**config.mk**
```make
export PLATFORM = sky130hd
export DESIGN_NAME = med_ctrl
export DESIGN_NICKNAME = d
export VERILOG_FILES = /design/src/rtl/med_pkg.sv /design/src/rtl/med_ctrl.sv
export SDC_FILE = /design/constraint.sdc
export NUM_CORES = 1
export LEC_CHECK = 0
export CAP_MARGIN = 25
export CORE_MARGIN = 5
export CORE_UTILIZATION = 59
export CTS_CLUSTER_DIAMETER = 40
export DETAILED_ROUTE_END_ITERATION = 10
export PLACE_DENSITY = 0.81
export SLEW_MARGIN = 20
export SYNTH_ARGS = -nofsm -noshare
export SYNTH_HDL_FRONTEND = slang
export SYNTH_SLANG_ARGS = --single-unit
```
**constraint.sdc**
```tcl
create_clock -name CLK -period 4 [get_ports CLK]
set_input_delay 0.6 -clock CLK [delete_from_list [all_inputs] [get_ports CLK]]
set_output_delay 0.6 -clock CLK [all_outputs]
set_load 0.01 [all_outputs]
```
**src/rtl/med_pkg.sv**
```systemverilog
// Shared types and sizing for the 9-tap median sequencer.
// NBR must match the register-ring length of the MED datapath.
package med_pkg;

  localparam int NBR         = 9;
  localparam int NPASS       = (NBR - 1) / 2;
  localparam int CNT_W       = $clog2(NBR);
  localparam int SORT_CYCLES = NPASS * NBR + (NBR - 1 - NPASS);

  typedef enum logic [1:0] {
    IDLE,
    LOAD,
    SORT,
    DONE
  } med_state_t;

endpackage

```
**src/rtl/med_ctrl.sv**
```systemverilog
// Control sequencer for the MED median ring: loads an NBR-pixel burst, runs the
// max-elimination passes, then flags the single cycle where DO holds the median.
module med_ctrl
  import med_pkg::*;
(
  input  logic CLK,
  input  logic RST,
  input  logic IN_VALID,
  output logic IN_READY,
  output logic MED_DSI,
  output logic MED_BYP,
  output logic OUT_VALID,
  output logic ERR
);

  localparam logic [CNT_W-1:0] LAST_PIX  = CNT_W'(NBR - 1);
  localparam logic [CNT_W-1:0] LAST_CYC  = CNT_W'(NBR - 1);
  localparam logic [CNT_W-1:0] LAST_PASS = CNT_W'(NPASS);
  localparam logic [CNT_W-1:0] FINAL_END = CNT_W'(NBR - 2 - NPASS);
  localparam logic [CNT_W-1:0] ONE       = CNT_W'(1);

  med_state_t       state, state_nxt;
  logic [CNT_W-1:0] pix_cnt, pix_nxt;
  logic [CNT_W-1:0] pass_cnt, pass_nxt;
  logic [CNT_W-1:0] cyc_cnt, cyc_nxt;
  logic             err_q, err_nxt;
  logic             accept;
  logic             byp_sort;

  assign IN_READY  = ~RST & (state != SORT);
  assign accept    = IN_VALID & IN_READY;
  assign MED_DSI   = accept;
  assign MED_BYP   = RST | byp_sort;
  assign OUT_VALID = ~RST & (state == DONE);
  assign ERR       = ~RST & err_q;

  always_comb begin
    state_nxt = state;
    pix_nxt   = pix_cnt;
    pass_nxt  = pass_cnt;
    cyc_nxt   = cyc_cnt;
    err_nxt   = 1'b0;
    byp_sort  = 1'b1;

    case (state)
      IDLE: begin
        if (accept) begin
          state_nxt = LOAD;
          pix_nxt   = ONE;
        end
      end

      LOAD: begin
        if (accept) begin
          if (pix_cnt == LAST_PIX) begin
            state_nxt = SORT;
            pix_nxt   = '0;
            pass_nxt  = '0;
            cyc_nxt   = '0;
          end else begin
            pix_nxt = pix_cnt + ONE;
          end
        end else begin
          // The ring shifts every cycle, so a gap leaves it holding a stale pixel.
          state_nxt = IDLE;
          err_nxt   = 1'b1;
          pix_nxt   = '0;
          pass_nxt  = '0;
          cyc_nxt   = '0;
        end
      end

      SORT: begin
        if (pass_cnt == LAST_PASS) begin
          byp_sort = 1'b0;
          if (cyc_cnt == FINAL_END) begin
            state_nxt = DONE;
            pass_nxt  = '0;
            cyc_nxt   = '0;
          end else begin
            cyc_nxt = cyc_cnt + ONE;
          end
        end else begin
          // Pass p retires p maxima already parked at the tail; those just rotate.
          byp_sort = (cyc_cnt >= (LAST_CYC - pass_cnt));
          if (cyc_cnt == LAST_CYC) begin
            cyc_nxt  = '0;
            pass_nxt = pass_cnt + ONE;
          end else begin
            cyc_nxt = cyc_cnt + ONE;
          end
        end
      end

      DONE: begin
        pass_nxt = '0;
        cyc_nxt  = '0;
        if (accept) begin
          state_nxt = LOAD;
          pix_nxt   = ONE;
        end else begin
          state_nxt = IDLE;
          pix_nxt   = '0;
        end
      end

      default: begin
        state_nxt = IDLE;
        pix_nxt   = '0;
        pass_nxt  = '0;
        cyc_nxt   = '0;
      end
    endcase
  end

  always_ff @(posedge CLK) begin
    if (RST) begin
      state    <= IDLE;
      pix_cnt  <= '0;
      pass_cnt <= '0;
      cyc_cnt  <= '0;
      err_q    <= 1'b0;
    end else begin
      state    <= state_nxt;
      pix_cnt  <= pix_nxt;
      pass_cnt <= pass_nxt;
      cyc_cnt  <= cyc_nxt;
      err_q    <= err_nxt;
    end
  end

endmodule

```
# Yosys cells after proc, flatten, opt, wreduce, memory -nomap -nowiden
# Index checks and enable logic that the tools add are counted.
[op_classes]
n_addsub = 4
n_lt_le_gt_ge = 1
n_eq_ne = 14
muxes = 25
bitwise = 7
reduce_logical = 8
[op_table]
columns = ["operator", "n"]
rows = [
  ["$mux W4", 11],
  ["$pmux W4 S3", 3],
  ["$add A4 B1 Y4 const B", 3],
  ["$mux W2", 5],
  ["$ne A3 B3 Y1 const B", 3],
  ["$eq A4 B4 Y1 const B", 2],
  ["$ne A2 B2 Y1 const B", 4],
  ["$pmux W2 S4", 1],
  ["$reduce_and A4 Y1", 2],
  ["$reduce_bool A3 Y1", 2],
  ["$mux W1", 5],
  ["$and A1 B1 Y1", 4],
  ["$eq A2 B2 Y1 const B", 2],
  ["$eq A4 B2 Y1 const B", 1],
  ["$eq A4 B3 Y1 const B", 1],
  ["$ge A4 B4 Y1", 1],
  ["$reduce_and A2 Y1", 2],
  ["$sub A4 B4 Y4 const A", 1],
  ["$eq A2 B1 Y1 const B", 1],
  ["$logic_not A2 Y1", 1],
  ["$not A1 Y1", 2],
  ["$reduce_or A2 Y1", 1],
  ["$or A1 B1 Y1", 1],
]
[totals]
reg_bits = 15
output_inout_bits = 5
wordCells = 64

# Longest topological paths before layout
# Gate-level depths: netlist (run 1).
[logic_depth]
word_depth = 5
depth_mapped = 8
mapped_depth_nobuf = 8

# Least setup slack after synthesis (run 1)
# OpenSTA, ideal clock, no wires.
[synth_timing]
kind = "register -> output"
from = "register pass_cnt[0]"
to = "output port MED_BYP"
t_arrival_ns = 1.581
required_time_ns = 3.400
setup_slack_ns = 1.819
stages_incl_launch_ff = 9
cell_sequence = "dfxtp_1 inv_1 ha_1 inv_1 ha_1 a21o_1 a21o_1 a21oi_1 o21ai_0"
[synth_via]
elab_chain_len = 5
word_cells_on_any_way = 6
cone_classes = "1 x add/sub; 1 x order compare; 1 x eq/ne; 2 x mux; 1 x bitwise"
[synth_lines]
columns = ["item", "line", "text"]
rows = [
  ["start, declared", "med_ctrl.sv:24", "logic [CNT_W-1:0] pass_cnt, pass_nxt;"],
  ["start signal, assigned", "med_ctrl.sv:126", "pass_cnt <= pass_nxt;"],
  ["$sub A4 B4 Y4", "med_ctrl.sv:85", "byp_sort = (cyc_cnt >= (LAST_CYC - pass_cnt));"],
  ["$ge A4 B4 Y1", "med_ctrl.sv:85", ""],
  ["$mux W1 *", "med_ctrl.sv:74", "if (pass_cnt == LAST_PASS) begin"],
  ["$mux W1 *", "med_ctrl.sv:45", "case (state)"],
  ["$or A1 B1 Y1 *", "med_ctrl.sv:33", "assign MED_BYP = RST | byp_sort;"],
  ["end, declared", "med_ctrl.sv:11", "output logic MED_BYP,"],
]
# Every way passes the cells marked *; elsewhere a longest branch is shown, timed or not.

# Final worst setup path (run 1)
# Ends and elaborated chain as after synthesis.

==> impl_metrics.json, run 1 <==
{
  "grt_antenna_before_repair": 0,
  "grtUsageMet1_pct": 22.3,
  "min_period_ps": 3160,
  "yosysTopAreaCellShare_pct": 31.7,
  "fin_cells": 138,
  "post-route-period-util_pct": 79.0,
  "cts_root_buf": "clkbuf_4",
  "syn-num-nets": 127,
  "cp-end-kind": "output pin",
  "synthCells": 114,
  "vdd_ir_drop_max_mv": 0.201,
  "grt_max_degree": 16,
  "drive_gt1_share_pct": 4.10,
  "fmax_ghz": 0.316,
  "syn_area_per_cell_um2": 8.32,
  "reg2reg_depth": 7,
  "max_cap_violations": 0,
  "met3_usage_pct": 4.52,
  "fin_setup_tns_ps": 0,
  "rows": 14,
  "final_area_um2": 1050,
  "grt.overflow.total": 0,
  "synth_edf_count": 0,
  "antenna_cells": 0,
  "cts_buffers": 3,
  "dp.cells": 134,
  "layout_commonest_cell": "dfxtp_1",
  "min_path_type": "flop to flop",
  "hold_buffers": 0,
  "die_h_um": 50.1,
  "outcome": "finished clean",
  "viasPerCell": 5.94,
  "firstDrtPassIters": 4,
  "setup_slack_ps": 840,
  "postPlaceCellArea_um2": 1020,
  "critPathLaunch": "pass_cnt[0]",
  "hold_viol_final": 0,
  "post_cts_buffers": 0,
  "grt_setup_unrepaired": "no",
  "r2r-end": "pass_cnt[2]",
  "tightest_slew_ps": 485,
  "nFillCells": 133,
  "cp_max_fo": 5,
  "die_w_um": 50.1,
  "synth_flop_cell": "dfxtp_1",
  "r2r_setup_slack_ps": 1960,
  "ys_ff_latch": 15,
  "clkSlewWorstSetupHoldPaths_ps": 90,
  "slew_headroom_pct": 67.6,
  "drc": 0,
  "grt_usage_pct": 17.7,
  "yosysWarnings": 0,
  "hold_end": "pix_cnt[3]",
  "area_delta_synth_final_pct": 10.3,
  "hold_depth": 2,
  "grt_use_met2_pct": 25.7,
  "drv_slew": 0,
  "worstHoldStart": "pix_cnt[3]",
  "fin_nets": 136,
  "grt_pass1_vias": 785,
  "drt_wl_total_um": 1930,
  "drt_iter0_markers": 19,
  "grt_first_pass_wirelength_um": 3450,
  "fp.dieArea_um2": 2510,
  "finClkSkew_ps": 1.30,
  "p_leak_nw": 0.408,
  "io_buffers": 7,
  "setup_violations": 0,
  "cts_tree": "done",
  "routedWlPerCell_um": 13.9,
  "mostFrequentLayoutCells": "dfxtp_1 (15), nor2_1 (10), ha_1 (10)",
  "dr_total_vias": 820,
  "multi_input_area_um2": 596,
  "dp_slack_ps": 1040,
  "core_area_um2": 1520,
  "ant_nets": 0,
  "yosysTopAreaCell": "dfxtp_1",
  "grt-busiest-layer": "met2",
  "clock_sinks": 15,
  "worst_ep_arrival_time_ps": 2560,
  "yosysUniqueCellTypes": 33,
  "yosysSeqAreaShare_pct": 31.7,
  "synthesis.area_um2": 948,
  "fin_hold_ws_ps": 503,
  "worstSetupPathType": "flop to output pin",
  "dp_hpwl_um": 1390,
  "fin_util_pct": 68.6,
  "seqCellArea_um2": 300,
  "power.total_uw": 268,
  "globalplace.congestion": 0.846,
  "clk_latency_ps": 280,
  "critPathRequiredTime_ps": 3400,
  "htree_num_levels": 1,
  "synthArstFlopShare_pct": 0,
  "power_density_nw_per_um2": 256,
  "r2r_start": "pass_cnt[0]",
  "start_kind": "flop",
  "io_pins": 8,
  "synth_area_leaders": "dfxtp_1 (32%), ha_1 (13%), nor2_1 (4.0%)",
  "start_util_pct": 62.2,
  "cts_resized": 0,
  "clockBufferDepth": 2
}
==> flip-flops by register name (all words and copies together), names as in the netlist, named ones only <==
name	flops
cyc_cnt	4
pix_cnt	4
err_q	1
state	1
pass_cnt	4
==> Yosys cell counts, types with 3 or more instances <==
library cell / instances
xnor2_1: 3
a31oi_1: 5
a21o_1: 3
o21ai_0: 3
nor2_1: 10
inv_1: 9
ha_1: 10
nor3_1: 3
nand2b_1: 5
dfxtp_1: 15
a21oi_1: 7
nand2_1: 9
nand3_1: 3
==> routing by layer <==
| metal | vias to the layer above | wire length [um] |
|---|---|---|
| met1 | 374 | 920 |
| li1 | 416 | - |
| met5 | - | 0 |
| met2 | 25 | 858 |
| met4 | 0 | 48 |
| met3 | 5 | 97 |
==> power breakdown <==
group | internal [mW] | leakage (nW) | switching (mW)
clock | 0.0388 | 0.0150 | 0.0494
combinational | 0.0109 | 0.271 | 0.0124
sequential | 0.152 | 0.122 | 0.00422
==> cell type report <==
cell class              instances  area share (%)
inverters                       9            3.23
repair buffers                  7            6.70
clock buffers                   4            2.51
well taps                      16            1.91
multi-input cells              87            56.9
flip-flops and latches         15            28.7
==> logic make-up (layout without fill, tap and decap cells) <==
kind of cell / Yosys count / in the layout / share of synthesized area (%)
and+or+nand+nor: 46 / 46 / 26.6
AOI/OAI and AO/OA: 24 / 24 / 16.2
DFF: 15 / 15 / 31.7
buffers and inverters: 12 / 20 / 5.54
adders and majority gates: 10 / 10 / 13.2
xor gates and xnor gates: 5 / 5 / 4.62
muxes: 2 / 2 / 2.11
==> worst max path at each step <==
stage / slack [ps] / depth (start not counted) / endpoint
2_1_floorplan: 1820 / 8 / MED_BYP
3_3_place_gp: 1100 / 4 / MED_BYP
3_5_place_dp: 1040 / 4 / MED_BYP
4_1_cts: 840 / 9 / MED_BYP
5_1_grt: 710 / 9 / MED_BYP
6_report: 840 / 9 / MED_BYP
==> critical path, stage by stage (launching register included) <==
cell and delay (ps):
dfxtp_1 430, inv_1 100, ha_1 310, inv_1 40, ha_1 280, a21o_1 160
a21o_1 180, a21oi_1 170, o21ai_0 100, clkdlybuf4s50_1 500
No activity file was read; power rests on OpenSTA's default activity.
==> inputs of run 2 (changes only) <==
Settings changed: CORE_UTILIZATION 59 to 50, PLACE_DENSITY 0.81 to 0.73.
Clock period 4 ns to 2.75 ns, I/O delays scaled along.
==> impl_metrics.json, run 2 (synthesis gave the netlist of run 1 again) <==
{
  "slowest_delay_ps": 370,
  "dr_total_vias": 825,
  "clkSlewWorstSetupHoldPaths_ps": 80,
  "grt_pass1_vias": 845,
  "cts_buffers": 3,
  "setup_violations": 0,
  "post-route-period-util_pct": 92.7,
  "cts_root_buf": "clkbuf_4",
  "critPathRequiredTime_ps": 2340,
  "seqCellArea_um2": 303,
  "antenna_cells": 0,
  "io_buffers": 7,
  "vdd_ir_drop_max_mv": 0.296,
  "grt_setup_unrepaired": "no",
  "top_regs": "cyc_cnt x4, pass_cnt x4, pix_cnt x4",
  "hold_buffers": 0,
  "viasPerCell": 5.54,
  "postPlaceCellArea_um2": 1050,
  "fin_setup_tns_ps": 0,
  "worst_ep_arrival_time_ps": 2140,
  "clockBufferDepth": 2,
  "cp_cell_sequence": "inv_1, ha_1, inv_1, ha_1, a21o_1, a21o_1, a21oi_1, o21ai_0, clkdlybuf4s15_1",
  "fmax_ghz": 0.392,
  "crit_slowest_cell": "dfxtp_2",
  "outcome": "finished clean",
  "dp.cells": 145,
  "power_density_nw_per_um2": 360,
  "clk_latency_ps": 280,
  "drive_gt1_share_pct": 7.26,
  "worstSetupPathType": "flop to output pin",
  "multi_input_area_um2": 596,
  "finClkSkew_ps": 7.10,
  "power.total_uw": 387,
  "grt_usage_pct": 16.0,
  "globalplace.congestion": 0.804,
  "drt_wl_total_um": 1830,
  "min_path_type": "flop to flop",
  "slew_headroom_pct": 70.6,
  "ant_nets": 0,
  "min_period_ps": 2550,
  "clock_sinks": 15,
  "rows": 15,
  "grt.overflow.total": 0,
  "fin_cells": 149,
  "start_util_pct": 53.8,
  "cp_max_fo": 5,
  "dp_hpwl_um": 1400,
  "fp.dieArea_um2": 2870,
  "drt_iter0_markers": 16,
  "drc": 0,
  "final_area_um2": 1070,
  "grt_max_degree": 15,
  "grt_antenna_before_repair": 0,
  "cp-end-kind": "output pin",
  "p_leak_nw": 0.419,
  "grt_first_pass_wirelength_um": 3400,
  "htree_num_levels": 1,
  "hold_viol_final": 0,
  "firstDrtPassIters": 4,
  "fin_nets": 138,
  "routedWlPerCell_um": 12.3,
  "start_kind": "flop",
  "cts_tree": "done",
  "nFillCells": 172,
  "die_w_um": 53.6,
  "die_h_um": 53.6,
  "core_area_um2": 1760,
  "drv_slew": 0,
  "max_cap_violations": 0,
  "area_delta_synth_final_pct": 13.3,
  "tightest_slew_ps": 440,
  "io_pins": 8,
  "layout_commonest_cell": "dfxtp_1",
  "mostFrequentLayoutCells": "dfxtp_1 (13), nor2_1 (10), ha_1 (10)",
  "post_cts_buffers": 0
}
-- run 2: changes by cell type in the layout (fill, tap and decap cells not counted) --
cell	before	now
dfxtp_2	0	2
clkdlybuf4s15_1	0	1
dfxtp_1	15	13
clkdlybuf4s50_1	7	6
buf_4	0	2
-- run 2: metal layers --
layer  share of wire (%)  up-vias  GRT usage (%)  wire (um)
met5                   0        -              0          0
met4                 2.1        0           6.38         39
met3                 3.3        6           4.16         60
met2                  47       16           27.8        855
met1                  48      388           18.5        875
li1                    -      415              -          -
-- run 2: power by group --
group	internal [mW]	switching (mW)	total, mW
clock network	0.0562	0.0671	0.123
registers	0.221	0.00433	0.225
logic	0.0181	0.0205	0.0386
-- run 2: area by class of cell --
cell class | count | share of cell area, %
Multi-Input combinational cell | 87 | 55.4
Sequential cell | 15 | 28.2
Timing Repair Buffer | 9 | 7.92
Inverter | 9 | 3.14
Tap cell | 25 | 2.91
Clock buffer | 4 | 2.44
-- run 2: path summary, 6_finish.rpt --
| check | from | end | slack, ps | cells after the start |
|---|---|---|---|---|
| worst max-delay path | pass_cnt[0] | MED_BYP | 200 | 9 |
| worst max register to register | pix_cnt[0] | pass_cnt[3] | 840 | 7 |
| worst min register to register | pass_cnt[1] | pass_cnt[1] | 510 | 2 |
| worst min-delay path | pass_cnt[1] | pass_cnt[1] | 510 | 2 |
-- run 2: stage by stage --
| step | utilization, % | hold slack, ps | worst slack (ps) |
|---|---|---|---|
| after floorplan | - | 448 | 756 |
| after global placement | 59.3 | 481 | 280 |
| after detailed placement | 59.3 | 497 | 204 |
| after CTS | 60.8 | 511 | 130 |
| after global routing | 60.9 | 520 | 29.8 |
| final | 60.9 | 507 | 201 |
-- run 2: what timing repair did --
action,4_1_cts,5_1_grt
endpoints found under the hold margin,0,0
pin swaps,0,0
endpoints found under the setup margin,1,1
resized for setup,2,2
cloned,0,0
-- run 2: critical path, delay by kind of cell (launching register included) --
family          cells  cell delay (ps)
flops               1              370
fa+ha+maj           2              560
buf+inv             3              380
compound gates      4              550
==> RTL edit, RTL diff (flow settings as in run 2) <==
Re-encode `med_state_t` (4 states) as Gray code, 2 bits wide.
--- a/src/rtl/med_pkg.sv
+++ b/src/rtl/med_pkg.sv
@@ -10,6 +10,6 @@
   typedef enum logic [1:0] {
-    IDLE,
-    LOAD,
-    SORT,
-    DONE
+    IDLE = 2'b00,
+    LOAD = 2'b01,
+    SORT = 2'b11,
+    DONE = 2'b10
   } med_state_t;
Function: no difference found for any inputs over 10 cycles, from zero or initial values and one cycle with RST high; not proved beyond that.
==> RTL edit against run 2 <==
  * Wire length rose by 7.8%
  * Highest routed layer unchanged
  * Hold slack got worse by 0.026 ns
  * Critical path type unchanged
  * Sequential cell count did not move
  * Worst setup slack improved by 0.13 ns
  * Cell area rose by 14%
  * Via count rose by 5.2%
  * Utilization fell by 4.0 points
  * Area after synthesis rose by 15%
  * Register-to-register slack got worse by 0.04 ns
Power is not compared: it rests on default switching activity, and its combinational part moved more than twofold at a synthesized area within 25%.
==> RTL edit: results <==
set metrics [dict create \
    placementRows 17 \
    post-place-ws_ns 0.248 \
    status "complete, no violations" \
    place_congestion 0.838 \
    max_slew_margin_pct 75.8 \
    drt-pass1-iter-count 3 \
    hold_path_end "pix_cnt[2]" \
    dp_cells 164 \
    reg2reg_slack_ns 0.80 \
    yosysSeqAreaShare_pct 27.5 \
    grt_usage_pct 13.3 \
    synth.area.top_cells "dfxtp_1, ha_1, a21oi_1" \
    drive_gt1_share_pct 10.7 \
    wl_per_cell_microns 11.7 \
    drt_iter0_markers 6 \
    r2r-start "pass_cnt[0]" \
    synth_commonest_cells "ha_1, dfxtp_1, a21oi_1, nor2_1" \
    synth_area_per_cell_sq_um 8.41 \
    place_area_sq_um 1190 \
    crit_path_max_fanout 7 \
    grt_pass1_wl_microns 3520 \
    synth.distinct_cells 32 \
    grt_start_max_net_pins 18 \
    crit_arrival_ns 2.00 \
    first_global_vias 842 \
]
RTL edit: cell types whose count changed after synthesis, sizes merged, moves of 3 or more:
cell / run 2 / this run
a21oi: 7 / 12
a31oi: 5 / 1
ha: 10 / 16
inv: 9 / 12
nand2: 9 / 12
or3: 1 / 4
RTL edit: cells by family (layout without fill, tap and decap cells):
logic type | Yosys count | in the layout | synth area share (%)
adder cells (fa/ha/maj) | 16 | 16 | 18.3
XOR/XNOR | 5 | 5 | 4.01
buffers and inverters | 15 | 25 | 6.41
flip-flops | 15 | 15 | 27.5
AND/OR/NAND/NOR | 53 | 53 | 25.7
AO/OA/AOI/OAI | 26 | 26 | 18.1
RTL edit: worst max-delay path by stage:
| stage | end | cells past startpoint |
|---|---|---|
| finish | MED_BYP | 9 |
| global route | MED_BYP | 9 |
| CTS | MED_BYP | 9 |
| detailed placement | MED_BYP | 9 |
| global placement | MED_BYP | 9 |
| floorplan | MED_BYP | 8 |
RTL edit: critical path, cell delays in order (launching register included):
cell and delay (ns):
dfxtp_2 0.38, inv_1 0.06, ha_1 0.27, inv_1 0.04
ha_1 0.27, a21o_1 0.16, a21o_1 0.17, a21oi_1 0.12
o21ai_0 0.08, dlymetal6s2s_1 0.18
RTL edit: area by class of cell:
type | instances | area, sq um
timing repair buffer | 9 | 87.6
inverter | 12 | 47.5
tap | 28 | 35.0
clock buffer | 4 | 26.3
multi-input combinational | 100 | 723
fill | 209 | 926
sequential | 15 | 303
RTL edit: metal layers:
| metal | GRT usage (%) | share of wire [%] | wire length, microns |
|---|---|---|---|
| met1 | 16.4 | 49 | 963 |
| met2 | 23.1 | 48 | 956 |
| met3 | 2.07 | 1.8 | 35 |
| met4 | 4.97 | 0.86 | 17 |
| met5 | 0 | 0 | 0 |
